File: config.mk
export PLATFORM = sky130hd
export DESIGN_NAME = matrix_res_streamer
export DESIGN_NICKNAME = d
export VERILOG_FILES = /design/src/rtl/matrix_res_streamer.sv
export SDC_FILE = /design/constraint.sdc
export NUM_CORES = 1
export LEC_CHECK = 0
export ABC_AREA = 0
export CORE_MARGIN = 2
export CORE_UTILIZATION = 40
export CTS_CLUSTER_DIAMETER = 60
export DETAILED_ROUTE_END_ITERATION = 10
export PLACE_DENSITY = 0.67
export SYNTH_ARGS = -nofsm -noshare
export SYNTH_HDL_FRONTEND = slang
export SYNTH_SLANG_ARGS = --single-unit
export TNS_END_PERCENT = 5
File: constraint.sdc
create_clock -name clk -period 4.18 [get_ports clk]
set_input_delay 0.836 -clock clk [delete_from_list [all_inputs] [get_ports clk]]
set_output_delay 0.836 -clock clk [all_outputs]
set_load 0.02 [all_outputs]
File: src/rtl/matrix_res_streamer.sv
// ---------------------------------------------------------------------------
// matrix_res_streamer
//   Unload side of the matrix multiplier. On i_capture the whole parallel
//   result matrix is copied into a local snapshot. The snapshot is then
//   streamed out one element per transfer, row-major, over valid/ready. The
//   multiplier is free to start its next product while the results drain.
//
// Ports
//   clk          clock, rising edge
//   reset        asynchronous reset, active-low
//   i_capture    pulse: i_array_res holds a valid result
//   i_array_res  result matrix [HEIGHT_A][WIDTH_B] of 2*BITS-wide elements
//   o_data       current element
//   o_row/o_col  indices of o_data
//   o_valid      o_data/o_row/o_col/o_last are valid
//   i_ready      sink accepts the element this cycle
//   o_last       element is [HEIGHT_A-1][WIDTH_B-1]
//   o_busy       snapshot held, stream in progress
//   o_overrun    sticky: a capture was dropped while busy
// ---------------------------------------------------------------------------
module matrix_res_streamer #(
  parameter int BITS     = 4,
  parameter int HEIGHT_A = 2,
  parameter int WIDTH_B  = 3,
  localparam int DW = 2 * BITS,
  localparam int RW = (HEIGHT_A > 1) ? $clog2(HEIGHT_A) : 1,
  localparam int CW = (WIDTH_B > 1) ? $clog2(WIDTH_B) : 1
) (
  input  logic          clk,
  input  logic          reset,
  input  logic          i_capture,
  input  logic [DW-1:0] i_array_res [HEIGHT_A][WIDTH_B],
  output logic [DW-1:0] o_data,
  output logic [RW-1:0] o_row,
  output logic [CW-1:0] o_col,
  output logic          o_valid,
  input  logic          i_ready,
  output logic          o_last,
  output logic          o_busy,
  output logic          o_overrun
);

  localparam logic [RW-1:0] ROW_MAX = RW'(HEIGHT_A - 1);
  localparam logic [CW-1:0] COL_MAX = CW'(WIDTH_B - 1);
  // A 1x1 matrix marks its only element as last from the moment it appears.
  localparam logic LAST_ON_FIRST = (HEIGHT_A == 1) && (WIDTH_B == 1);

  typedef enum logic {
    S_IDLE = 1'b0,
    S_SEND = 1'b1
  } state_t;

  state_t        state_q, state_d;
  logic [DW-1:0] buf_q [HEIGHT_A][WIDTH_B];
  logic [DW-1:0] buf_d [HEIGHT_A][WIDTH_B];
  logic [RW-1:0] row_q, row_d;
  logic [CW-1:0] col_q, col_d;
  logic [DW-1:0] data_q, data_d;
  logic          valid_q, valid_d;
  logic          last_q, last_d;
  logic          busy_q, busy_d;
  logic          overrun_q, overrun_d;

  logic          xfer;
  logic          start;
  logic [RW-1:0] nrow;
  logic [CW-1:0] ncol;

  always_comb begin
    state_d   = state_q;
    buf_d     = buf_q;
    row_d     = row_q;
    col_d     = col_q;
    data_d    = data_q;
    valid_d   = valid_q;
    last_d    = last_q;
    busy_d    = busy_q;
    overrun_d = overrun_q;
    start     = 1'b0;
    nrow      = row_q;
    ncol      = col_q;

    xfer = valid_q && i_ready;

    // Row-major successor of the current element.
    if (col_q == COL_MAX) begin
      ncol = '0;
      nrow = row_q + RW'(1);
    end else begin
      ncol = col_q + CW'(1);
    end

    case (state_q)
      S_IDLE: begin
        if (i_capture) begin
          start = 1'b1;
        end
      end
      S_SEND: begin
        if (xfer) begin
          if (last_q) begin
            if (i_capture) begin
              // Final element leaves while a new result arrives: reload with
              // no bubble in between.
              start = 1'b1;
            end else begin
              state_d = S_IDLE;
              valid_d = 1'b0;
              busy_d  = 1'b0;
              last_d  = 1'b0;
              row_d   = '0;
              col_d   = '0;
              data_d  = '0;
            end
          end else begin
            row_d  = nrow;
            col_d  = ncol;
            data_d = buf_q[nrow][ncol];
            last_d = (nrow == ROW_MAX) && (ncol == COL_MAX);
          end
        end
        // Any capture that cannot be taken is dropped and flagged for good.
        if (i_capture && !(xfer && last_q)) begin
          overrun_d = 1'b1;
        end
      end
      default: begin
        state_d = S_IDLE;
      end
    endcase

    if (start) begin
      state_d = S_SEND;
      buf_d   = i_array_res;
      row_d   = '0;
      col_d   = '0;
      data_d  = i_array_res[0][0];
      valid_d = 1'b1;
      busy_d  = 1'b1;
      last_d  = LAST_ON_FIRST;
    end
  end

  always_ff @(posedge clk or negedge reset) begin
    if (!reset) begin
      state_q   <= S_IDLE;
      for (int r = 0; r < HEIGHT_A; r++) begin
        for (int c = 0; c < WIDTH_B; c++) begin
          buf_q[r][c] <= '0;
        end
      end
      row_q     <= '0;
      col_q     <= '0;
      data_q    <= '0;
      valid_q   <= 1'b0;
      last_q    <= 1'b0;
      busy_q    <= 1'b0;
      overrun_q <= 1'b0;
    end else begin
      state_q   <= state_d;
      buf_q     <= buf_d;
      row_q     <= row_d;
      col_q     <= col_d;
      data_q    <= data_d;
      valid_q   <= valid_d;
      last_q    <= last_d;
      busy_q    <= busy_d;
      overrun_q <= overrun_d;
    end
  end

  assign o_data    = data_q;
  assign o_row     = row_q;
  assign o_col     = col_q;
  assign o_valid   = valid_q;
  assign o_last    = last_q;
  assign o_busy    = busy_q;
  assign o_overrun = overrun_q;

endmodule

# Word level (Yosys, flattened, before mapping)
# Cells that the tools add are included.
# classes
muxes	39
n_lt_le_gt_ge	2
addsub	2
bitwise_logic	3
n_eq_ne	4
n_reduce_logical	12
# ops
operator	n
$mux 24	3
$mux 8	7
$mux 1	21
$bmux 8 s2	1
$mux 2	6
$reduce_bool 2->1	3
$eq 2x2->1 const B	2
$logic_and 1x1->1	4
$reduce_and 2->1	2
$reduce_and 4->1	1
$ge 3x3->1 const B	1
$ne 3x2->1 const B	1
$not 2->3	1
$reduce_and 3->1	1
$add 2x1->2 const B	1
$ge 2x2->1 const B	1
$ne 2x1->1 const B	1
$not 1->2	1
$pmux 1 s2	1
$add 1x1->1 const B	1
$logic_not 1->1	1
$not 1->1	1
# word_totals
reg_bits	63
word_cells	75
input_bits	52

# Longest topological paths before layout
# depth
word_depth	13
ltp_mapped	7
depth_no_buf	4

# Worst setup path after synthesis
# Ideal clock, no wire load.
# synth_path
path_kind	input to register
startpoint	in i_ready
endpoint	reg buf_q[10] (netlist bit)
arrival_time_ns	1.733
path_slack_ns	2.322
cell_stages	5
setup_time_ns	0.125
cell_sequence	nand3_2 -> a21boi_1 -> buf_4 -> buf_6 -> mux2_2
# synth_between
elab_chain_len	3
# synth_lines
element	line_no	source
from (decl)	37	input logic i_ready,
$logic_and 1x1->1	83	xfer = valid_q && i_ready;
$mux 1	100	if (xfer) begin
$pmux 1 s2	93	case (state_q)
to (signal assigned)	161	buf_q <= buf_d;
to (decl)	54	logic [DW-1:0] buf_q [HEIGHT_A][WIDTH_B];
# Every way passes these cells.
# A chain may end at the register's enable or synchronous reset.

# Worst setup path in the final report
# layout_path
startpoint	reg row_q, in the netlist o_row
endpoint	out o_row
# layout_lines
element	line_no	source
from (decl)	56	logic [RW-1:0] row_q, row_d;
from (signal assigned)	162	row_q <= row_d;
to (decl)	34	output logic [RW-1:0] o_row,
# No word-level cell between the ends.

==> qor.yml <==
synth:
  synth_top_cell_by_area: "dfrtp_1"
  syn_inst: 203
  synth_top_area_share: 0.557
  synth_nets: 255
  ys_top_cells_by_area: "dfrtp_1, mux2_2, mux4_2"
  netlist_area_mm2: 0.00283
  ys_ff_latch: 63
  synth.distinct_cells: 27
  yosysWarnings: 0
  avgSynthCellArea_um2: 13.9
  ys_seq_area_frac: 0.557
timing:
  finalSetupViolCount: 0
  finalHoldViolCount: 0
  fin_tns_setup_ns: 0
  max_freq_ghz: 0.367
  period_needed_ns: 2.72
  tightest_slew_ns: 0.843
  max_slew_margin: 0.438
  slew_violations: 0
  clock_skew_ns: 0.0114
  period_share: 0.651
  rsz0062_at_grt: "false"
finish:
  stdcell_count: 371
  mostFrequentLayoutCells: "clkdlybuf4s50_1, dfrtp_1, mux2_2"
  antenna-diode-count: 0
  drive_gt1_frac: 0.302
  nNetsFinal: 323
  mostFrequentLayoutCell: "clkdlybuf4s50_1"
  syn_to_final_growth_pct: 34.2
worst_hold_path:
  hold_class: "flip-flop to flip-flop"
grt:
  grt_pass1_vias: 1859
  grt_usage: 0.160
  grt_pass1_wl_um: 9320
  grt_max_degree: 39
  grt.overflow.total: 0
  antenna_found_initial: 0
pwr:
  ir_drop_v: 0.000187
  powerDensity_mw_per_mm2: 517
  pwr-share-clk: 0.309
  power.internal_mw: 1.44
  switchingPower_uw: 528
  seqPwrFrac: 0.439
  pwr-share-comb: 0.252
  switching_share: 0.269
  p_leak_nw: 1.59
placement:
  dpl.cell_count: 356
  gp_congestion: 0.721
  port_buffers: 66
  place_hpwl_um: 3990
floorplanning:
  start_util: 0.414
  fp.coreArea_mm2: 0.00683
  io_pins: 67
  dieHeight_um: 88.1
  num_rows: 30
  die_w_um: 88.1
  die_area_mm2: 0.00776
worst_setup_path:
  critPathTopFamily: "flip-flops"
  cp-end-kind: "primary output"
  crit_path_cell_trace: "clkdlybuf4s50_1"
  cpPeakStageDelay_ns: 0.82
  cp_max_fo: 14
  cpMaxStageDelayCell: "dfrtp_1"
  start_kind: "flip-flop"
  worst_ep_required_time_ns: 3.34
  worstSetupPathType: "flip-flop to primary output"
  critical_path_arrival_ns: 1.89
  path_buf_inv: 1
route:
  via_count: 1876
  antenna_left: 0
  drt_iter0_markers: 78
  drc: 0
  wl_per_cell_um: 15.6
  firstDrtPassIters: 4
  postRouteWirelength_um: 5800
  via_per_inst: 5.06
clock_tree:
  cts_tree: "built"
  cts_made_buffers: 9
  cts_buffer_depth: 2
  clkLatencyLatePin_ns: 0.33
  cts_hold_buf: 0
  cts_max_level: 3
  cts_num_sinks: 63
  postCtsSetupRepairBufs: 0
  cts_repair_resize_count: 0
  cts.clk_slew.worst_paths_ns: 0.06
  cts_root_buf: "clkbuf_8"
status:
  status: "finished clean"
run:
  drv_cap: 0
==> worst paths after layout <==
check / start / endpoint / slack, ns / depth (start not counted)
worst max-delay path: o_row$_DFFE_PN0P_ / o_row / 1.46 / 1
worst min-delay path: o_overrun$_DFFE_PN0P_ / o_overrun$_DFFE_PN0P_ / 0.47 / 1
worst max register to register: o_last$_DFFE_PN0P_ / buf_q[46]$_DFFE_PN0P_ / 1.98 / 4
worst min register to register: o_overrun$_DFFE_PN0P_ / o_overrun$_DFFE_PN0P_ / 0.47 / 1
max in group asynchronous: reset / buf_q[16]$_DFFE_PN0P_ / 2.73 / 2
min in group asynchronous: reset / buf_q[41]$_DFFE_PN0P_ / 0.62 / 1
==> sequential cells by signal, summed over array words and instances, names as in the netlist <==
name / count
o_last: 1
state_q: 1
o_data: 8
o_col: 2
o_overrun: 1
o_busy: 1
buf_q: 48
o_row: 1
==> synth_stat cells <==
master and n:
a22oi_1 10, nor2_1 2, nor4_4 2, a22o_1 2
a21boi_1 1, buf_6 3, mux4_1 1, dfrtp_1 63
o21ai_0 8, nor2b_1 1, a21oi_1 3, clkbuf_1 2
nand2_1 16, a31o_2 1, nand3_1 7, mux2_2 51
mux4_2 7, buf_2 4, a21o_1 1, nor4_1 1
or3_1 1, nand3_2 1, o2bb2ai_1 1, a31oi_1 1
xnor2_2 1, buf_4 3, inv_1 9
==> power by group through the flow <==
| stage | sequential [mW] | clock (mW) | combinational (mW) |
|---|---|---|---|
| finish | 0.861 | 0.607 | 0.495 |
| CTS | 0.863 | 0.621 | 0.500 |
| global route | 0.882 | 0.648 | 0.533 |
| detailed placement | 0.872 | 0 | 0.499 |
| global placement | 0.869 | 0 | 0.491 |
| floorplan | 0.882 | 0 | 0.268 |
==> kinds of logic after synthesis <==
kind of cell / synth area share
xor+xnor: 0.00575
buf+inv: 0.0416
mux: 0.268
flops: 0.557
compound gates: 0.0659
simple gates: 0.0615
==> metal layers <==
layer | global-route usage | vias to the layer above | wire, µm
met5 | 0 | - | 0
li1 | - | 878 | -
met1 | 0.231 | 930 | 2700
met3 | 0.0349 | 9 | 333
met4 | 0.0579 | 0 | 89
met2 | 0.240 | 59 | 2670
==> cell type report <==
class,instances,area (µm²)
Inverter,9,33.8
Multi-Input combinational cell,119,1150
Clock buffer,12,165
Timing Repair Buffer,69,691
Clock inverter,3,65.1
Fill cell,611,3030
Tap cell,96,120
Sequential cell,63,1580
==> stage by stage <==
stage | hold WS [ns] | total power [mW] | cell area (µm²) | setup WS [ns] | util
5_1_grt | 0.491 | 2.06 | 3800 | 1.33 | 0.556
4_1_cts | 0.471 | 1.98 | 3800 | 1.41 | 0.556
3_5_place_dp | 0.456 | 1.37 | 3570 | 1.21 | 0.522
6_report | 0.467 | 1.96 | 3800 | 1.46 | 0.556
2_1_floorplan | 0.472 | 1.15 | 2830 | 2.32 | -
3_3_place_gp | 0.461 | 1.36 | 3570 | 1.26 | 0.522
Note: power is estimated with default switching activity, not from simulation.
